**src/rtl/psram_pkg.sv**
```systemverilog
// Shared types and width constants for the PSRAM transfer path.
// Used by the arbiter front-end and its round-robin picker.
package psram_pkg;

    localparam int ADDR_W = 32;
    localparam int DATA_W = 32;
    localparam int RECY_W = 8;

    localparam logic OWN_CFG = 1'b0;
    localparam logic OWN_BUS = 1'b1;

    typedef enum logic [1:0] {
        ST_IDLE    = 2'd0,
        ST_BUSY    = 2'd1,
        ST_RECOVER = 2'd2
    } state_t;

endpackage

```
**src/rtl/psram_rr_arb2.sv**
```systemverilog
// Two-way round-robin picker; the favoured side flips only when a
// grant is actually accepted.
module psram_rr_arb2 (
    input  logic       clk,
    input  logic       rst_n,
    input  logic [1:0] req,
    input  logic       accept,
    output logic [1:0] grant
);

    // 0: cfg wins a tie, 1: bus wins a tie
    logic pri;

    always_comb begin
        grant = 2'b00;
        unique case (req)
            2'b01:   grant = 2'b01;
            2'b10:   grant = 2'b10;
            2'b11:   grant = pri ? 2'b10 : 2'b01;
            default: grant = 2'b00;
        endcase
    end

    always_ff @(posedge clk or negedge rst_n) begin
        if (!rst_n) begin
            pri <= 1'b0;
        end else if (accept && (grant != 2'b00)) begin
            pri <= grant[0];
        end
    end

endmodule

```
**src/rtl/psram_xfer_arb.sv**
```systemverilog
// Arbitrates config and AXI-side requesters onto the single psram_core
// transfer port, with a programmable recovery gap after every transfer.
module psram_xfer_arb
    import psram_pkg::*;
#(
    parameter int ADDR_WIDTH = ADDR_W,
    parameter int DATA_WIDTH = DATA_W
) (
    input  logic                    clk_i,
    input  logic                    rst_n_i,
    input  logic                    en_i,
    input  logic [RECY_W-1:0]       recy_i,

    input  logic                    cfg_valid_i,
    output logic                    cfg_ready_o,
    input  logic                    cfg_rdwr_i,
    input  logic [ADDR_WIDTH-1:0]   cfg_addr_i,
    input  logic [DATA_WIDTH-1:0]   cfg_wdata_i,
    input  logic [DATA_WIDTH/8-1:0] cfg_wmask_i,

    input  logic                    bus_valid_i,
    output logic                    bus_ready_o,
    input  logic                    bus_rdwr_i,
    input  logic [ADDR_WIDTH-1:0]   bus_addr_i,
    input  logic [DATA_WIDTH-1:0]   bus_wdata_i,
    input  logic [DATA_WIDTH/8-1:0] bus_wmask_i,

    output logic                    cfg_rsp_valid_o,
    output logic                    bus_rsp_valid_o,
    output logic [DATA_WIDTH-1:0]   rsp_rdata_o,

    output logic                    xfer_valid_o,
    output logic                    xfer_rdwr_o,
    output logic [ADDR_WIDTH-1:0]   xfer_addr_o,
    output logic [DATA_WIDTH-1:0]   xfer_wdata_o,
    output logic [DATA_WIDTH/8-1:0] xfer_wmask_o,
    input  logic                    xfer_ready_i,
    input  logic [DATA_WIDTH-1:0]   xfer_rdata_i,

    output logic                    busy_o,
    output logic                    owner_o
);

    state_t            state;
    state_t            state_nxt;
    logic [RECY_W-1:0] cnt;
    logic [RECY_W-1:0] cnt_nxt;
    logic [1:0]        req;
    logic [1:0]        grant;
    logic              accept;
    logic              done;

    assign req = {bus_valid_i, cfg_valid_i};

    // Grants are only offered from IDLE while enabled and out of reset
    assign accept = rst_n_i && en_i && (state == ST_IDLE) && (req != 2'b00);
    assign done   = (state == ST_BUSY) && xfer_ready_i;

    assign cfg_ready_o  = accept && grant[0];
    assign bus_ready_o  = accept && grant[1];
    assign xfer_valid_o = (state == ST_BUSY);
    assign busy_o       = (state != ST_IDLE);

    psram_rr_arb2 u_rr (
        .clk    (clk_i),
        .rst_n  (rst_n_i),
        .req    (req),
        .accept (accept),
        .grant  (grant)
    );

    always_ff @(posedge clk_i or negedge rst_n_i) begin
        if (!rst_n_i) begin
            state <= ST_IDLE;
            cnt   <= '0;
        end else begin
            state <= state_nxt;
            cnt   <= cnt_nxt;
        end
    end

    always_comb begin
        state_nxt = state;
        cnt_nxt   = cnt;
        unique case (state)
            ST_IDLE: begin
                if (accept) begin
                    state_nxt = ST_BUSY;
                end
            end
            ST_BUSY: begin
                // recy_i is looked at only here, so later edits can't
                // stretch or cut an ongoing recovery
                if (xfer_ready_i) begin
                    if (recy_i != '0) begin
                        state_nxt = ST_RECOVER;
                        cnt_nxt   = recy_i;
                    end else begin
                        state_nxt = ST_IDLE;
                    end
                end
            end
            ST_RECOVER: begin
                cnt_nxt = cnt - 1'b1;
                if (cnt <= 1) begin
                    state_nxt = ST_IDLE;
                end
            end
            default: begin
                state_nxt = ST_IDLE;
                cnt_nxt   = '0;
            end
        endcase
    end

    always_ff @(posedge clk_i or negedge rst_n_i) begin
        if (!rst_n_i) begin
            owner_o      <= OWN_CFG;
            xfer_rdwr_o  <= 1'b0;
            xfer_addr_o  <= '0;
            xfer_wdata_o <= '0;
            xfer_wmask_o <= '0;
        end else if (accept) begin
            owner_o <= grant[1];
            if (grant[1]) begin
                xfer_rdwr_o  <= bus_rdwr_i;
                xfer_addr_o  <= bus_addr_i;
                xfer_wdata_o <= bus_wdata_i;
                xfer_wmask_o <= bus_wmask_i;
            end else begin
                xfer_rdwr_o  <= cfg_rdwr_i;
                xfer_addr_o  <= cfg_addr_i;
                xfer_wdata_o <= cfg_wdata_i;
                xfer_wmask_o <= cfg_wmask_i;
            end
        end
    end

    always_ff @(posedge clk_i or negedge rst_n_i) begin
        if (!rst_n_i) begin
            cfg_rsp_valid_o <= 1'b0;
            bus_rsp_valid_o <= 1'b0;
            rsp_rdata_o     <= '0;
        end else begin
            cfg_rsp_valid_o <= done && (owner_o == OWN_CFG);
            bus_rsp_valid_o <= done && (owner_o == OWN_BUS);
            if (done) begin
                rsp_rdata_o <= xfer_rdwr_o ? xfer_rdata_i : '0;
            end
        end
    end

endmodule

```
**config.mk**
```make
export PLATFORM = sky130hd
export DESIGN_NAME = psram_xfer_arb
export DESIGN_NICKNAME = d
export VERILOG_FILES = /design/src/rtl/psram_pkg.sv /design/src/rtl/psram_rr_arb2.sv /design/src/rtl/psram_xfer_arb.sv
export SDC_FILE = /design/constraint.sdc
export NUM_CORES = 1
export LEC_CHECK = 0
export CELL_PAD_IN_SITES_DETAIL_PLACEMENT = 1
export CELL_PAD_IN_SITES_GLOBAL_PLACEMENT = 2
export CORE_AREA = 3 3 154 156
export CTS_CLUSTER_SIZE = 8
export DETAILED_ROUTE_END_ITERATION = 16
export DIE_AREA = 0 0 157 159
export PLACE_DENSITY = 0.93
export SETUP_SLACK_MARGIN = 0.02
export SLEW_MARGIN = 20
export SYNTH_ARGS = -nofsm -noshare
export SYNTH_HDL_FRONTEND = slang
export SYNTH_SLANG_ARGS = --single-unit
export TNS_END_PERCENT = 100
```
**constraint.sdc**
```tcl
create_clock -name clk_i -period 3.95 [get_ports clk_i]
set_clock_uncertainty 0.15 [all_clocks]
set_input_delay 0.79 -clock clk_i [delete_from_list [all_inputs] [get_ports clk_i]]
set_output_delay 0.79 -clock clk_i [all_outputs]
set_load 0.005 [all_outputs]
```
==> results of run 1 <==
[worst max-delay path: stages]
cell	delay, ns
clkdlybuf4s50_1	0.53
inv_1	0.11
a211oi_1	0.30
clkdlybuf4s50_1	0.56
[path summary, 6_finish.rpt]
path	from	to	slack, ns	cells past startpoint
worst max-delay path	cfg_valid_i	cfg_ready_o	0.71	4
max in group asynchronous	rst_n_i	xfer_addr_o[15]	2.43	2
min in group clk_i	rsp_rdata_o[27]	rsp_rdata_o[27]	0.32	2
worst min register to register	rsp_rdata_o[27]	rsp_rdata_o[27]	0.32	2
worst max register to register	cnt[0]	cnt[6]	1.66	6
worst min-delay path	rst_n_i	xfer_wdata_o[15]	0.17	1
[routing by layer]
layer	share of wire [%]	vias up	track usage, %
met3	7.7	12	4.267
met4	1.2	0	4.218
met2	49	184	25.20
met5	0	-	0
li1	-	2408	-
met1	42	2303	17.25
[per-stage QoR]
stage                     area (um2)  setup WS (ns)  utilization, %
after floorplan                 5338          1.499               -
after global placement          8524         0.7358           37.88
after detailed placement        8524         0.6963           37.88
after CTS                       9120         0.6951           40.53
after global routing            9125         0.5369           40.55
final                           9125         0.7122           40.55
[state kept, by name, indices dropped and copies added (netlist names)]
signal / cells
owner_o: 1
state: 2
rsp_rdata_o: 32
u_rr.pri: 1
xfer_rdwr_o: 1
cnt: 8
cfg_rsp_valid_o: 1
xfer_wmask_o: 4
xfer_wdata_o: 32
bus_rsp_valid_o: 1
xfer_addr_o: 32
[power groups by stage]
stage,Combinational (W),Clock [W],Sequential (W)
floorplan,0.000808,0,0.00195
global placement,0.00225,0,0.00190
detailed placement,0.00229,0,0.00194
CTS,0.00230,0.00160,0.00192
global route,0.00249,0.00166,0.00198
finish,0.00225,0.00154,0.00191
[cell usage after synthesis (all sizes together) (3+ instances only)]
| cell | count | area, um2 |
|---|---|---|
| a211oi | 7 | 52.55 |
| a21o | 3 | 23.77 |
| a21oi | 3 | 15.01 |
| a31oi | 3 | 18.77 |
| a32oi | 3 | 26.28 |
| buf | 18 | 95.09 |
| clkbuf | 21 | 78.83 |
| dfrtp | 115 | 2878 |
| ha | 5 | 62.56 |
| inv | 12 | 45.04 |
| mux2i | 70 | 700.7 |
| nand2 | 136 | 510.5 |
| nand3 | 3 | 15.01 |
| nor2 | 5 | 18.77 |
| o21ai | 105 | 536.8 |
| o32ai | 3 | 26.28 |
| or4 | 3 | 30.03 |
[cell usage in the layout (no fill, tap or decap), drive strengths merged, types with 2 or more instances in the layout]
cell type and count:
a32oi 3, nand2 136, a21oi 3, nand3 3, or4 3, or3 2, nor2 5, bufinv 2
a211oi 7, dfrtp 115, a31oi 3, a21o 3, buf 6, nand2b 2, mux2 2, inv 14
mux2i 70, clkbuf 18, clkinvlp 6, and3 2, clkinv 4, a22o 2, ha 5, o21ai 105
clkdlybuf4s50 290, o32ai 3
[final cells by class]
class                   instances  area (um2)
repair buffers                296        2973
inverters                      12       45.04
clock buffers                  18       439.2
flip-flops and latches        115        2878
fillers                      2558       13380
well taps                     285       356.6
multi-input cells             373        2277
clock inverters                14       156.4
[kinds of logic after synthesis]
kind of cell | Yosys count | share of synthesized area (%)
AOI/OAI and AO/OA | 138 | 15.00
DFF | 115 | 53.91
and+or+nand+nor | 158 | 12.12
muxes | 72 | 13.69
buffers and inverters | 51 | 4.102
adders and majority gates | 5 | 1.172
==> impl_metrics.toml, run 1 <==
[worst_setup_path]
crit_path_end_kind = "output port"
start_kind = "primary input"
crit_required_ns = 3.01
cp.arrival_ns = 2.30
critical_path_class = "in -> out"
critPathMaxFanout = 2

[cts]
postCtsHoldBufs = 0
cts_setup_buffers = 0
cts-root-buf = "clkbuf_16"
cts_buffer_depth = 2
htree_levels = 4
clock-sinks = 115
clk_latency_ns = 0.40
clk_pin_slew_ns = 0.05
numCtsBuffers = 17
tritoncts = "done"
cts_resized = 0

[final_layout]
drive_gt1_share_pct = 6.039
antenna_cells = 0
area_growth_pct = 70.96
nets = 1004
fin_cells = 1113

[detailed_routing]
drtIter0Drc = 204
postRouteAntennaNets = 0
wire_per_inst_um = 16.35
wirelength_um = 18200
drc = 0
viasPerCell = 4.409
first_pass_iters = 4
vias = 4907

[placement]
io_buffers = 291
routabilityCongestion = 0.7337
hpwl_um = 14020
dp_cells = 1081

[logic_synthesis]
seq_area_frac_synth_pct = 53.91
ys_ff_latch = 115
synth_cell_types = 42
synth_area_mm2 = 0.005338
synth_flop_cell = "dfrtp_1"
synthArstFlopShare_pct = 100.0
synth-edff-count = 0
syn_inst = 539
avgSynthCellArea_um2 = 9.903
syn_nets = 728
yosysWarnings = 0

[sta]
fin_crit_sh_pct = 81.97
worst_pin_slew_ns = 0.7033
max_slew_margin_pct = 53.12
hold_slack_ns = 0.1663
slew_violations = 0
hold_viol_final = 0
fin_tns_setup_ns = 0
rsz0062_at_grt = "false"
period_minus_slack_ns = 3.238
setup_viol = 0
max_clock_freq_ghz = 0.3088

[die]
fp.dieH_um = 159
initial_core_util_pct = 23.72
die_x_um = 157
core_area_mm2 = 0.02250
num_rows = 55
io_pins = 292
die_area_mm2 = 0.02496

[power]
combPwrFrac_pct = 39.5
power_w = 0.005700
peakVddDrop_mv = 0.2206
clkPwrFrac_pct = 27.0
p_leak_nw = 4.068
power_frac_seq_pct = 33.5
switching_share_pct = 31.86
p_sw_w = 0.001816
p_per_area_mw_per_mm2 = 624.7
p_int_w = 0.003884

[grt]
globalRoute.totalOverflow = 0
grt_max_degree = 142
grt_pass1_wl_um = 28720
grt_pass1_vias = 5295
gr-usage-all-layers_pct = 14.51
grt_antenna_before_repair = 0

[job]
cap_violations = 0

[worst_hold_path]
hold_class = "in -> async"

[status]
status = "completed"
Power figures use the tool's default switching activity.
==> run 2, diff against run 1 <==
- CORE_AREA: 3 3 154 156 -> 3 3 168 170
- DIE_AREA: 0 0 157 159 -> 0 0 171 173
- PLACE_DENSITY: 0.93 -> 0.84
- clock period: 3.95 -> 2.7 ns (I/O delays scaled with it)
==> run 2 against run 1 <==
Cell count rose by 6.2%. Clock power rose by 56%. Combinational power rose by 52%. Sequential share of layout area fell by 0.78 points. Global-route usage fell by 1.7 points. First-iteration DRC count rose by 16%. Critical path type unchanged. Largest power group unchanged.
==> impl_metrics.toml, run 2 (same netlist as run 1, synthesis figures left out) <==
[status]
status = "completed"

[worst_setup_path]
crit_required_ns = 2.01
path_cells = "clkdlybuf4s50_1 -> buf_4 -> o2111ai_4 -> nor2_4 -> clkdlybuf4s50_1"
critical_path_class = "in -> out"
crit_family = "buffers and inverters"
crit_buf_inv = 3
cp_slowest_cell = "clkdlybuf4s50_1"
path_common_cell = "clkdlybuf4s50_1"
cp.arrival_ns = 1.89
start_kind = "primary input"
crit_path_end_kind = "output port"
crit_cells = 5
critPathMaxFanout = 2
r2r_cells = 6
slowest_delay_ns = 0.51

[final_layout]
drive_gt1_share_pct = 8.086
reg_top3 = "rsp_rdata_o (32), xfer_addr_o (32), xfer_wdata_o (32)"
final_common_cell = "clkdlybuf4s50_1"
final.fill_count = 3083
finish.utilization_pct = 34.82
multi_input_area_mm2 = 0.002297
final_cell_mix = "clkdlybuf4s50_1 (288), nand2_1 (135), dfrtp_1 (115), o21ai_0 (103), mux2i_1 (70)"
nets = 1018
register_area_mm2 = 0.002878
antenna_cells = 0
area_growth_pct = 75.32

[power]
switching_share_pct = 31.18
p_int_w = 0.005932
p_per_area_mw_per_mm2 = 921.1
p_leak_nw = 4.167
peakVddDrop_mv = 0.3694
power_w = 0.008619
power_frac_seq_pct = 32.4
p_sw_w = 0.002687
combPwrFrac_pct = 39.7
clkPwrFrac_pct = 27.9

[die]
num_rows = 60
die_area_mm2 = 0.02958
die_x_um = 171
fp.dieH_um = 173
core_area_mm2 = 0.02688
io_pins = 292
initial_core_util_pct = 19.86

[sta]
slew_violations = 0
worst_pin_slew_ns = 0.8330
hold_slack_ns = 0.2186
fin_crit_sh_pct = 95.57
max_clock_freq_ghz = 0.3875
max_slew_margin_pct = 44.47
hold_viol_final = 0
timing.final.ws_setup_ns = 0.1196
setup_viol = 0
rsz0062_at_grt = "false"
period_minus_slack_ns = 2.580

[grt]
grt_pass1_wl_um = 29820
globalRoute.totalOverflow = 0
grt_max_degree = 116
gr-usage-all-layers_pct = 12.78
grt_antenna_before_repair = 0
grt_pass1_vias = 5321

[detailed_routing]
viasPerCell = 4.182
vias = 4943
postRouteAntennaNets = 0
drc = 0
wire_per_inst_um = 16.42
wirelength_um = 19410
drtIter0Drc = 237
first_pass_iters = 4

[cts]
clk_pin_slew_ns = 0.06
cts-root-buf = "clkbuf_16"
postCtsHoldBufs = 0
tritoncts = "done"
clk_latency_ns = 0.40
clock-sinks = 115
cts_buffer_depth = 2
numCtsBuffers = 17
htree_levels = 4

[placement]
routabilityCongestion = 0.7726
io_buffers = 291
place_ws_ns = -0.02683
hpwl_um = 14730

[job]
cap_violations = 0

[worst_hold_path]
hold_class = "in -> async"
-- run 2: cell types whose count changed in the layout (fill, tap and decap cells not counted), sizes merged --
cell	delta
bufinv	+2
clkinvlp	-3
clkinv	+1
buf	+14
inv	-1
clkdlybuf4s50	-2
dlygate4sd2	+2
-- run 2: area by class of cell --
cell class,instances,share of cell area (%)
inverters,12,0.4813
clock buffers,18,4.693
well taps,341,4.559
multi-input cells,373,24.55
repair buffers,310,33.00
clock inverters,13,1.966
flip-flops and latches,115,30.75
-- run 2: per-stage QoR --
step | cells | setup TNS, ns | instance area, um2
global route | 1182 | 0 | 9358
finish | 1182 | 0 | 9358
global placement | 1151 | 0 | 8712
detailed placement | 1151 | -0.02813 | 8712
floorplan | 539 | 0 | 5338
CTS | 1182 | 0 | 9353
-- run 2: worst paths after layout --
path                                   endpoint             from  slack, ns
worst max-delay path                bus_ready_o      cfg_valid_i       0.12
max in group asynchronous        xfer_addr_o[0]          rst_n_i       1.59
worst min-delay path                     cnt[5]          rst_n_i       0.22
worst max register to register           cnt[6]           cnt[0]       0.27
worst min register to register  xfer_addr_o[24]  xfer_addr_o[24]       0.32
min in group clk_i              xfer_addr_o[24]  xfer_addr_o[24]       0.32
-- run 2: power by group through the flow --
stage,combinational [W],sequential (W),clock (W)
final,0.00342,0.00279,0.00241
after global routing,0.00377,0.00290,0.00258
after CTS,0.00350,0.00281,0.00249
after detailed placement,0.00345,0.00283,0
after global placement,0.00339,0.00279,0
after floorplan,0.00118,0.00285,0
-- run 2: worst register-to-register path, cell delays in order, from the launching register on --
cell,delay [ns]
dfrtp_1,0.43
inv_1,0.15
ha_1,0.25
nor3b_1,0.55
a21oi_1,0.13
or3_1,0.40
mux2_4,0.27
-- run 2: timing repair --
action,CTS,global route
buffers inserted,0,0
pin swaps,1,0
endpoints found under the setup margin,3,1
gates resized for setup,6,3
-- run 2: layer usage --
layer  wire length [um]  track usage (%)  vias to the layer above
li1                   -                -                     2435
met1               8062            15.24                     2330
met2               9857            22.43                      166
met3               1238            3.475                       12
met4                252            3.622                        0
met5                  0                0                        -
